==> config.mk <==
export PLATFORM = sky130hd
export DESIGN_NAME = mac_result_reader_flat
export DESIGN_NICKNAME = d
export VERILOG_FILES = /design/src/rtl/mac_result_reader_if.sv /design/src/rtl/mac_result_reader.sv /design/src/flat_wrapper.sv
export SDC_FILE = /design/constraint.sdc
export NUM_CORES = 1
export LEC_CHECK = 0
export CAP_MARGIN = 10
export CORE_MARGIN = 1.5
export CORE_UTILIZATION = 62
export CTS_CLUSTER_SIZE = 20
export DETAILED_ROUTE_END_ITERATION = 12
export DONT_BUFFER_PORTS = 1
export MAX_ROUTING_LAYER = met4
export PLACE_DENSITY = 0.86
export SLEW_MARGIN = 20
export SYNTH_ARGS = -nofsm -noshare
export SYNTH_HDL_FRONTEND = slang
export SYNTH_SLANG_ARGS = --single-unit
export TNS_END_PERCENT = 5
==> constraint.sdc <==
create_clock -name clk -period 3.85 [get_ports clk]
set_clock_uncertainty 0.15 [all_clocks]
set_input_delay 0.77 -clock clk [delete_from_list [all_inputs] [get_ports clk]]
set_output_delay 0.77 -clock clk [all_outputs]
set_load 0.01 [all_outputs]
==> src/rtl/mac_result_reader_if.sv <==
// ============================================================================
// Module      : mac_result_reader_if
// Description : Bundle of the MAC shadow inputs and the byte-stream output
//               handshake of mac_result_reader.
// Revision    : 1.0 - initial release
// ============================================================================
`default_nettype none

interface mac_result_reader_if;
    logic        ena;
    logic [40:0] mac_out;
    logic [7:0]  byte_out;
    logic        byte_valid;
    logic        byte_ready;
    logic        frame_last;
    logic        overflow;

    // Environment side: drives the MAC shadow signals and the consumer ready
    modport master (
        output ena, mac_out, byte_ready,
        input  byte_out, byte_valid, frame_last, overflow
    );

    // Reader side
    modport slave (
        input  ena, mac_out, byte_ready,
        output byte_out, byte_valid, frame_last, overflow
    );
endinterface

`default_nettype wire

==> src/rtl/mac_result_reader.sv <==
// ============================================================================
// Module      : mac_result_reader
// Description : Shadows the MAC enable stream, captures each completed 41-bit
//               accumulation into a small FIFO and streams it out LSB first
//               as bytes over a valid/ready port. Drops are flagged in a
//               sticky overflow bit.
//               Optional macro MAC_READER_HDR_EN prefixes every frame with a
//               header byte {4'hA, seq[3:0]}.
// Revision    : 1.0 - initial release
// ============================================================================
`default_nettype none

module mac_result_reader #(
    parameter int COUNT = 4,   // products per accumulation, 1..16
    parameter int DEPTH = 2    // result FIFO entries, power of two
) (
    input  wire logic          clk,
    input  wire logic          rst_n,
    mac_result_reader_if.slave bus
);

    localparam int AW = (DEPTH > 1) ? $clog2(DEPTH) : 1;
    localparam int CW = $clog2(DEPTH + 1);
`ifdef MAC_READER_HDR_EN
    localparam logic [2:0] C_LAST_IDX = 3'd6;
`else
    localparam logic [2:0] C_LAST_IDX = 3'd5;
`endif
    localparam logic [3:0]    C_CNT_LAST = 4'(COUNT - 1);
    localparam logic [AW-1:0] C_PTR_LAST = AW'(DEPTH - 1);
    localparam logic [CW-1:0] C_FULL     = CW'(DEPTH);

    logic [3:0]    r_cnt;
    logic          r_cap_pend;
    logic [40:0]   r_mem [DEPTH];
    logic [AW-1:0] r_wr_ptr;
    logic [AW-1:0] r_rd_ptr;
    logic [CW-1:0] r_count;
    logic [2:0]    r_idx;
    logic          r_overflow;
`ifdef MAC_READER_HDR_EN
    logic [3:0]    r_seq;
`endif

    logic          w_empty;
    logic          w_full;
    logic          w_xfer;
    logic          w_pop;
    logic          w_push;
    logic [40:0]   w_head;
    logic [7:0]    w_byte;

    assign w_empty = (r_count == '0);
    assign w_full  = (r_count == C_FULL);
    assign w_xfer  = !w_empty && bus.byte_ready;
    assign w_pop   = w_xfer && (r_idx == C_LAST_IDX);
    // A pop of the final byte frees the slot in the same cycle, so a push
    // into a full FIFO still succeeds when it coincides with that pop.
    assign w_push  = r_cap_pend && (!w_full || w_pop);
    assign w_head  = r_mem[r_rd_ptr];

    // Shadow the MAC product counter; flag the cycle after a completed result
    always_ff @(posedge clk or negedge rst_n) begin
        if (!rst_n) begin
            r_cnt      <= 4'd0;
            r_cap_pend <= 1'b0;
        end else begin
            r_cap_pend <= 1'b0;
            if (bus.ena) begin
                if (r_cnt == C_CNT_LAST) begin
                    r_cnt      <= 4'd0;
                    r_cap_pend <= 1'b1;
                end else begin
                    r_cnt <= r_cnt + 4'd1;
                end
            end
        end
    end

    // Result storage; contents need no reset because r_count gates them
    always_ff @(posedge clk) begin
        if (w_push) begin
            r_mem[r_wr_ptr] <= bus.mac_out;
        end
    end

    // FIFO pointers and occupancy
    always_ff @(posedge clk or negedge rst_n) begin
        if (!rst_n) begin
            r_wr_ptr <= '0;
            r_rd_ptr <= '0;
            r_count  <= '0;
        end else begin
            if (w_push) begin
                r_wr_ptr <= (r_wr_ptr == C_PTR_LAST) ? '0 : r_wr_ptr + AW'(1);
            end
            if (w_pop) begin
                r_rd_ptr <= (r_rd_ptr == C_PTR_LAST) ? '0 : r_rd_ptr + AW'(1);
            end
            case ({w_push, w_pop})
                2'b10:   r_count <= r_count + CW'(1);
                2'b01:   r_count <= r_count - CW'(1);
                default: r_count <= r_count;
            endcase
        end
    end

    // Byte index within the current frame
    always_ff @(posedge clk or negedge rst_n) begin
        if (!rst_n) begin
            r_idx <= 3'd0;
        end else if (w_xfer) begin
            r_idx <= (r_idx == C_LAST_IDX) ? 3'd0 : r_idx + 3'd1;
        end
    end

    // Sticky drop flag: a completed result found no free slot
    always_ff @(posedge clk or negedge rst_n) begin
        if (!rst_n) begin
            r_overflow <= 1'b0;
        end else if (r_cap_pend && w_full && !w_pop) begin
            r_overflow <= 1'b1;
        end
    end

`ifdef MAC_READER_HDR_EN
    // Frame sequence number, advanced after each frame's final byte
    always_ff @(posedge clk or negedge rst_n) begin
        if (!rst_n) begin
            r_seq <= 4'd0;
        end else if (w_pop) begin
            r_seq <= r_seq + 4'd1;
        end
    end

    // Select the header or the data byte addressed by the frame index
    always_comb begin
        w_byte = 8'h00;
        case (r_idx)
            3'd0:    w_byte = {4'hA, r_seq};
            3'd1:    w_byte = w_head[7:0];
            3'd2:    w_byte = w_head[15:8];
            3'd3:    w_byte = w_head[23:16];
            3'd4:    w_byte = w_head[31:24];
            3'd5:    w_byte = w_head[39:32];
            3'd6:    w_byte = {7'b0, w_head[40]};
            default: w_byte = 8'h00;
        endcase
    end
`else
    // Select the data byte addressed by the frame index
    always_comb begin
        w_byte = 8'h00;
        case (r_idx)
            3'd0:    w_byte = w_head[7:0];
            3'd1:    w_byte = w_head[15:8];
            3'd2:    w_byte = w_head[23:16];
            3'd3:    w_byte = w_head[31:24];
            3'd4:    w_byte = w_head[39:32];
            3'd5:    w_byte = {7'b0, w_head[40]};
            default: w_byte = 8'h00;
        endcase
    end
`endif

    // Outputs are forced to zero while empty so stale storage never leaks out
    assign bus.byte_out   = w_empty ? 8'h00 : w_byte;
    assign bus.byte_valid = !w_empty;
    assign bus.frame_last = !w_empty && (r_idx == C_LAST_IDX);
    assign bus.overflow   = r_overflow;

endmodule

`default_nettype wire

==> src/flat_wrapper.sv <==
// flat-port wrapper written by rule: the top's interface ports become plain ports
module mac_result_reader_flat 
#(
    parameter int COUNT = 4,                                      
    parameter int DEPTH = 2                                        
)
  (clk, rst_n, bus_ena, bus_mac_out, bus_byte_ready, bus_byte_out, bus_byte_valid, bus_frame_last, bus_overflow);
  mac_result_reader_if bus_i ();
  input  wire logic clk;
  input  wire logic rst_n;
  input wire logic [$bits(bus_i.ena)-1:0] bus_ena;
  input wire logic [$bits(bus_i.mac_out)-1:0] bus_mac_out;
  input wire logic [$bits(bus_i.byte_ready)-1:0] bus_byte_ready;
  output wire logic [$bits(bus_i.byte_out)-1:0] bus_byte_out;
  output wire logic [$bits(bus_i.byte_valid)-1:0] bus_byte_valid;
  output wire logic [$bits(bus_i.frame_last)-1:0] bus_frame_last;
  output wire logic [$bits(bus_i.overflow)-1:0] bus_overflow;
  assign bus_i.ena = bus_ena;
  assign bus_i.mac_out = bus_mac_out;
  assign bus_i.byte_ready = bus_byte_ready;
  assign bus_byte_out = bus_i.byte_out;
  assign bus_byte_valid = bus_i.byte_valid;
  assign bus_frame_last = bus_i.frame_last;
  assign bus_overflow = bus_i.overflow;
  mac_result_reader #(.COUNT(COUNT), .DEPTH(DEPTH)) u_core (.clk(clk), .rst_n(rst_n), .bus(bus_i));
endmodule
Yosys cells after proc, flatten, opt, wreduce, memory -nomap -nowiden. Memory sizes are Yosys's and may differ from the RTL's. Index checks and enable logic that the tools add are counted.

Add/subtract/negate cells: 6. Eq/ne operators: 9. Multiplexer cells: 11. Reduce and logical (&&, ||, !) cells: 13.

Operator list (number): $pmux 8 s6 (1); $mux 8 (1); $eq 3x2->1 const B (2); $eq 3x3->1 const B (2); $logic_and 1x1->1 (6); $mux 1 (6); $add 4x1->4 const B (1); $eq 2x2->1 const B (2); $eq 4x2->1 const B (1); $mux 4 (1); $pmux 2 s2 (1); $add 3x1->3 const B (1); $eq 3x1->1 const B (1); $logic_not 1->1 (3); $logic_not 3->1 (1); $mux 3 (1); $add 1x1->1 const B (2); $add 2x1->2 const B (1); $eq 2x1->1 const B (1); $logic_not 2->1 (1); $reduce_bool 2->1 (1); $sub 2x1->2 const B (1); $logic_or 1x1->1 (1).

Register bits after elaboration: 13. Bits in writable memories: 82. Input port bits: 45. Output and inout bits: 11. Word-level logic and storage cells: 47. Memories kept: 1.

Memories: u_core.r_mem (depth 2, width 41, read ports 1, clocked after memory_dff 0, wr ports 1, line mac_result_reader.sv:35) `logic [40:0] r_mem [DEPTH];`.

Longest topological paths before layout. Gate-level depths: netlist (run 1).

Word-level depth: 8. Mapped depth: 7. Mapped depth without buffers: 6.

Worst setup path before layout (run 1). Ideal clock, no wire load.

Path type: input port to flip-flop. Start point: input port bus_byte_ready. End point: memory u_core.r_mem[0][0] (enable). Data arrival time: 2.832 ns. Slack: 0.429 ns. Stages on the path: 3. Path through: and4b_1 o21ai_1 nor2_1.

Cells in the longest elaborated chain, start to end: 6.

Ends and longest elaborated chain: from (decl) (line flat_wrapper.sv:13) `input wire logic [$bits(bus_i.byte_ready)-1:0] bus_byte_ready;`; $logic_and 1x1->1 (line mac_result_reader.sv:55) `assign w_xfer = !w_empty && bus.byte_ready;`; $logic_and 1x1->1 (line mac_result_reader.sv:56) `assign w_pop = w_xfer && (r_idx == C_LAST_IDX);`; $logic_or 1x1->1 (line mac_result_reader.sv:59) `assign w_push = r_cap_pend && (!w_full || w_pop);`; $logic_and 1x1->1 (line mac_result_reader.sv:59); $mux 1 (line mac_result_reader.sv:82) `if (w_push) begin`; $mux 1 (implied by the code) (line mac_result_reader.sv:83) `r_mem[r_wr_ptr] <= bus.mac_out;`; to (decl) (line mac_result_reader.sv:35).

No other way between the ends.

Final worst setup path (run 1).
Start point: register u_core.r_idx[1]. End point: output port bus_byte_out[3].

Cells in the longest elaborated chain, start to end: 3. Elaborated cells on any way between the ends: 8. Those cells by class: eq/ne (5); mux (2); reduce/logical (1).

Ends and longest elaborated chain: from (decl) (line mac_result_reader.sv:39) `logic [2:0] r_idx;`; from (signal assigned) (line mac_result_reader.sv:113) `r_idx <= (r_idx == C_LAST_IDX) ? 3'd0 : r_idx + 3'd1;`; $eq 3x3->1 (tied with other cells) (line mac_result_reader.sv:154) `case (r_idx)`; $pmux 8 s6 (*) (line mac_result_reader.sv:154); $mux 8 (*) (line mac_result_reader.sv:167) `assign bus.byte_out = w_empty ? 8'h00 : w_byte;`; to (decl) (line flat_wrapper.sv:14) `output wire logic [$bits(bus_i.byte_out)-1:0] bus_byte_out;`.

Mark *: on every way between the ends. The rest lies on a longest branch, timed or not.

==> summary.md, run 1 <==
| Metric | Value |
|---|---|
| RSZ-0062 raised after global routing | `no` |
| Die Span Y | `81.15 um` |
| CP delay by family, top | `compound AO/OA/AOI/OAI gates` |
| Routed wire per std cell | `20.45 um` |
| GRT Total Usage | `21.67%` |
| Clk Latency, worst-skew pair | `0.36 ns` |
| Layout cells sized above 1 | `10.92%` |
| Worst ir drop on vdd | `0.0006394 V` |
| Synth Warn # | `0` |
| Status | `complete, no violations` |
| CTS tree | `built` |
| Setup Fix Bufs, Post-CTS | `0` |
| Sequential Power Share | `48.1%` |
| Slowest cell on crit path | `dfrtp_1` |
| Mapped Nets | `275` |
| Buffers plus inverters on the worst setup path | `1` |
| Minimum clock period | `3.214 ns` |
| Crit-path max FO | `10` |
| Final GP Congestion | `0.7570` |
| Hold WC Path Type | `reg -> reg` |
| Max Cap Violations | `0` |
| Largest net degree at the start of global routing | `42` |
| Leak | `1.439 nW` |
| Syn Inst Count | `227` |
| Register area share after synthesis | `73.63%` |
| Clock power share | `24.3%` |
| Crit path cell chain | `and2_2, ha_1, clkinv_1, a31oi_4, o31a_1` |
| Initial antenna violation count | `0` |
| Kind of critical path | `reg -> out` |
| # IOs | `56` |
| CTS Sinks | `95` |
| DR DRC count | `0` |
| Pre-antenna DRT Iters | `5` |
| #FFs+latches synth | `95` |
| Nets | `281` |
| CTS Hold Bufs | `1` |
| Die width | `81.15 um` |
| Crit path DAT | `2.29 ns` |
| Area Overhead vs Synth | `8.625%` |
| Worst slew pin tran | `0.6104 ns` |
| Grt ovf | `0` |
| Post-Route WL | `6400 um` |
| Final Hold Vio Count | `0` |
| Cell Pwr Density | `729.4 nW/um^2` |
| CTS Buf Count | `9` |
| Syn Std Cell Area | `3786 sq um` |
| Period utilisation layout | `83.48%` |
| Worst endpoint required time | `2.93 ns` |
| Vias per Instance | `6.220` |
| Power consumption | `3.000 mW` |
| Worst Setup Start Kind | `flip-flop` |
| Initial core utilization | `63.95%` |
| Core ar. | `5921 sq um` |
| Setup TNS | `0 ns` |
| Sw power | `983.7 uW` |
| Cell row count | `28` |
| Slew margin rel. | `59.03%` |
| Number of port buffers | `0` |
| Antenna Cells | `0` |
| Post-CTS Resized | `0` |
| Clock buffer depth | `2` |
| Clk root buf | `clkbuf_8` |
| Sw Share | `32.79%` |
| CP peak stage delay | `0.53 ns` |
| First-pass GRT wire length | `9639 um` |
| Avg Inst Size Synth | `16.68 sq um` |
| # setup viols final | `0` |
| Fill cells | `363` |
| Slew Viols, Final | `0` |
| Setup crit end kind | `output pin` |
| Die Area | `6585 sq um` |
| Distinct cells, synth | `29` |
| Number of global-route vias before repair | `2,017` |
| Final non-filler cell area | `4113 sq um` |
| Initial drt markers | `166` |
| Placed Instance Area | `3875 sq um` |
| CTS H-tree lvls | `3` |
| DR vias | `1,947` |
| Comb pwr share | `27.6%` |
| Clock transition at path regs | `0.10 ns` |
| Dpl hpwl | `4303 um` |
| Detail Route Antenna Nets | `0` |
| Pint | `2.016 mW` |
| FMAX | `311.1 MHz` |
==> synth_stat cells (all sizes together) <==
library cell | number | area (sq um)
nand2 | 3 | 11.26
nand2b | 3 | 18.77
nand4 | 1 | 6.260
dfrtp | 13 | 325.3
buf | 6 | 36.28
and4b | 1 | 10.01
mux2i | 41 | 410.4
ha | 3 | 37.54
o31a | 8 | 70.07
xnor2 | 6 | 52.55
edfxtp | 82 | 2462
inv | 4 | 15.01
mux2 | 2 | 22.52
nand3b | 1 | 7.510
clkbuf | 4 | 15.01
clkinv | 1 | 3.750
o22ai | 17 | 106.4
a21o | 1 | 7.510
xor2 | 2 | 17.52
o21ai | 4 | 20.01
a31oi | 1 | 21.27
or3 | 1 | 6.260
or3b | 3 | 26.28
and2 | 1 | 7.510
nor2 | 17 | 63.81
nor3 | 1 | 5.000
==> flip-flops by register name, summed over array words and instances (netlist names) <==
signal and flops:
u_core.bus.overflow 1, u_core.r_mem 82, u_core.r_count 2, u_core.r_cnt 4
u_core.r_idx 3, u_core.r_cap_pend 1, u_core.r_wr_ptr 1, u_core.r_rd_ptr 1
==> kinds of logic after synthesis <==
| family | Yosys count | synth area share (%) |
|---|---|---|
| compound gates | 31 | 5.948 |
| fa+ha+maj | 3 | 0.9915 |
| simple gates | 32 | 4.296 |
| flops | 95 | 73.63 |
| xor+xnor | 8 | 1.851 |
| buf+inv | 15 | 1.850 |
| mux | 43 | 11.43 |
==> final cells by class <==
type	instances	area (sq um)	area share, %
inverters	5	18.77	0.4563
multi-input cells	117	943.4	22.94
flip-flops and latches	95	2789	67.81
well taps	75	93.84	2.282
clock inverters	7	103.9	2.525
repair buffers	5	40.04	0.9735
clock buffers	9	123.9	3.012
==> metal layers <==
layer  routed length, um  track usage (%)
met1                2593            24.61
met5                   0                -
met4                 121            9.138
met3                 473            7.753
met2                3212            34.92
==> power by group through the flow <==
| stage | clock network (mW) | registers [mW] | logic, mW |
|---|---|---|---|
| after floorplan | 0 | 1.38 | 0.706 |
| after CTS | 0.733 | 1.44 | 0.829 |
| after global routing | 0.766 | 1.47 | 0.894 |
| after detailed placement | 0 | 1.47 | 0.820 |
| final | 0.730 | 1.44 | 0.827 |
| after global placement | 0 | 1.46 | 0.783 |
==> metrics by stage <==
stage / cells / worst slack (ns) / hold WS (ns) / util, %
after floorplan: 227 / 0.4287 / 0.2961 / -
after global placement: 296 / 1.087 / 0.3049 / 65.45
after detailed placement: 296 / 1.034 / 0.3248 / 65.45
after CTS: 313 / 0.6382 / 0.3387 / 69.46
after global routing: 313 / 0.5224 / 0.3270 / 69.46
final: 313 / 0.6360 / 0.3436 / 69.46
==> path summary, 6_finish.rpt <==
| kind | startpoint | endpoint | slack [ns] | cells after the start |
|---|---|---|---|---|
| min reg2reg | u_core.r_cap_pend$_DFF_PN0_ | u_core.bus.overflow$_DFFE_PN0P_ | 0.34 | 1 |
| max in group asynchronous | rst_n | u_core.r_rd_ptr$_DFFE_PN0N_ | 2.41 | 1 |
| min | u_core.r_cap_pend$_DFF_PN0_ | u_core.bus.overflow$_DFFE_PN0P_ | 0.34 | 1 |
| min in group asynchronous | rst_n | u_core.r_cnt[3]$_DFFE_PN0P_ | 0.70 | 1 |
| max | u_core.r_idx[1]$_DFFE_PN0P_ | bus_byte_out[3] | 0.64 | 5 |
| max reg2reg | u_core.r_idx[1]$_DFFE_PN0P_ | u_core.r_mem[1][11]$_DFFE_PP_ | 1.69 | 4 |
==> layout by cell type (no fill, tap or decap), types with 2 or more instances in the layout <==
master / netlist / routed
nor2_4: 0 / 2
bufinv_16: 0 / 2
dfrtp_1: 13 / 12
mux2i_1: 41 / 41
buf_4: 0 / 4
o21ai_1: 3 / 3
o22ai_1: 17 / 17
clkbuf_8: 0 / 9
xor2_1: 2 / 2
or3b_1: 3 / 3
o31a_1: 8 / 8
edfxtp_1: 82 / 82
inv_1: 4 / 4
clkinvlp_4: 0 / 2
nand2_1: 3 / 3
nor2_1: 17 / 15
xnor2_1: 6 / 6
nand2b_1: 3 / 3
ha_1: 3 / 3
(Power assumes the default switching activity.)
==> inputs of run 2 (changes only) <==
clock period = 3.1 ns   (was 3.85 ns; I/O delays follow)
==> run 2 against run 1 <==
Effect of this change:
- total power is 17% higher
- setup slack worse by 0.52 ns
- clock power decreased by 7.0%
- die area is the same
- sequential share of layout area increased by 0.75 points
- clock-buffer cell count unchanged
- highest routed layer unchanged
==> summary.md, run 2 (same netlist as run 1, synthesis figures left out) <==
| Metric | Value |
|---|---|
| DR vias | `1,912` |
| FMAX | `335.6 MHz` |
| Sw Share | `33.08%` |
| Most frequent cells in the layout | `edfxtp_1, mux2i_1, o22ai_1, nor2_1, dfrtp_1` |
| Worst endpoint required time | `2.33 ns` |
| Cell row count | `28` |
| Detail Route Antenna Nets | `0` |
| Initial core utilization | `63.95%` |
| Die width | `81.15 um` |
| Pre-antenna DRT Iters | `4` |
| RSZ-0062 raised after global routing | `no` |
| Final instance count without filler cells | `313` |
| Worst R2R Setup Slack | `0.91 ns` |
| CTS tree | `built` |
| FF-to-FF path depth | `4` |
| Max Cap Violations | `0` |
| Biggest regs | `u_core.r_mem (82), u_core.r_cnt (4), u_core.r_idx (3)` |
| Worst Setup Start Kind | `flip-flop` |
| Number of port buffers | `0` |
| Largest register by flop count | `u_core.r_mem` |
| Largest register FFs | `82` |
| Minimum clock period | `2.980 ns` |
| Placed insts | `297` |
| CTS Sinks | `95` |
| Area Overhead vs Synth | `7.436%` |
| Vias per Instance | `6.109` |
| Power consumption | `3.502 mW` |
| Grt ovf | `0` |
| Final Hold Vio Count | `0` |
| Antenna Cells | `0` |
| # IOs | `56` |
| Buffers plus inverters on the worst setup path | `1` |
| Crit path DAT | `2.21 ns` |
| Layout cells sized above 1 | `10.50%` |
| Comb pwr share | `29.8%` |
| Core ar. | `5921 sq um` |
| Largest net degree at the start of global routing | `42` |
| Pint | `2.344 mW` |
| Post-Route WL | `6070 um` |
| Hold_ws | `0.2081 ns` |
| Crit path cell chain | `and2_2, ha_1, clkinv_1, a31oi_4, o31a_1` |
| Status | `complete, no violations` |
| Initial antenna violation count | `0` |
| Crit-path max FO | `10` |
| CP peak stage delay | `0.51 ns` |
| DR DRC count | `0` |
| Worst Min Path Start | `bus_mac_out[2]` |
| Dpl hpwl | `4179 um` |
| Clock buffer depth | `2` |
| Kind of critical path | `reg -> out` |
| CTS H-tree lvls | `3` |
| GRT Total Usage | `20.97%` |
| Clk root buf | `clkbuf_8` |
| Slowest cell on crit path | `dfrtp_1` |
| Clock transition at path regs | `0.09 ns` |
| Initial drt markers | `176` |
| Period utilisation layout | `96.13%` |
| Nets | `282` |
| CP delay by family, top | `compound AO/OA/AOI/OAI gates` |
| Die Area | `6585 sq um` |
| WHS Endpoint | `u_core.r_mem[0][2]$_DFFE_PP_` |
| # setup viols final | `0` |
| Worst ir drop on vdd | `0.0005264 V` |
| Placed Instance Area | `3895 sq um` |
| Fin util | `68.70%` |
| First-pass GRT wire length | `9384 um` |
| Clk Latency, worst-skew pair | `0.35 ns` |
| Most common cell after layout, fill and taps aside | `edfxtp_1` |
| Worst slew pin tran | `0.6176 ns` |
| Sw power | `1.159 mW` |
| Final non-filler cell area | `4068 sq um` |
| Slew margin rel. | `58.55%` |
| Clock power share | `19.4%` |
| CTS Buf Count | `9` |
| Worst r2r dst | `u_core.r_mem[1][10]$_DFFE_PP_` |
| Final GP Congestion | `0.7834` |
| Number of global-route vias before repair | `1,987` |
| Die Span Y | `81.15 um` |
| Routed wire per std cell | `19.39 um` |
| Leak | `1.422 nW` |
| Sequential Power Share | `50.9%` |
| Worst Hold Depth | `0` |
| Cell Pwr Density | `861.0 nW/um^2` |
| RR Startpoint | `u_core.r_idx[1]$_DFFE_PN0P_` |
| Slew Viols, Final | `0` |
| Hold WC Path Type | `in -> reg` |
| Setup crit end kind | `output pin` |
run 2: changes by cell type in the layout (fill, tap and decap cells not counted), sizes merged:
cell,change
clkinv,+4
bufinv,-2
buf,+1
clkinvlp,-1
inv,-2
run 2: worst max path at each step:
stage                                     start                      endpoint  cells after the start
detailed placement  u_core.r_idx[1]$_DFFE_PN0P_               bus_byte_out[7]                      5
floorplan                        bus_byte_ready  u_core.r_mem[0][0]$_DFFE_PP_                      3
CTS                 u_core.r_idx[1]$_DFFE_PN0P_               bus_byte_out[7]                      5
global route        u_core.r_idx[1]$_DFFE_PN0P_               bus_byte_out[0]                      5
global placement    u_core.r_idx[1]$_DFFE_PN0P_               bus_byte_out[0]                      5
finish              u_core.r_idx[1]$_DFFE_PN0P_               bus_byte_out[7]                      5
run 2: per-stage QoR:
| stage | setup slack [ns] | setup TNS, ns |
|---|---|---|
| final | 0.1199 | 0 |
| after detailed placement | 0.5395 | 0 |
| after global routing | 0.004708 | 0 |
| after CTS | 0.1350 | 0 |
| after floorplan | -0.1713 | -14.05 |
| after global placement | 0.6199 | 0 |
run 2: what timing repair did:
item	CTS	global route
resized for setup	0	0
setup buffers	0	0
endpoints found under the hold margin	13	0
hold buffers	1	0
run 2: cell type report:
| cell class | instances | area (sq um) |
|---|---|---|
| tap | 75 | 93.84 |
| timing repair buffer | 6 | 60.06 |
| clock buffer | 9 | 123.9 |
| multi-input combinational | 117 | 943.4 |
| sequential | 95 | 2789 |
| inverter | 5 | 18.77 |
| clock inverter | 6 | 38.79 |
| fill | 362 | 1853 |
run 2: per-layer routing:
metal | track usage (%) | routed length, um | vias up | part of all wire, %
met3 | 5.506 | 434 | 23 | 7.1
met4 | 11.55 | 189 | 0 | 3.1
met2 | 32.83 | 3111 | 82 | 51
met5 | - | 0 | - | 0
met1 | 24.90 | 2334 | 925 | 38
li1 | - | - | 882 | -
run 2: power by group through the flow:
stage                     sequential, mW  combinational (mW)  clock, mW
after global placement              1.80                1.02          0
final                               1.78                1.04      0.679
after detailed placement            1.81                1.04          0
after global routing                1.81                1.13      0.726
after floorplan                     1.72               0.877          0
after CTS                           1.78                1.05      0.685
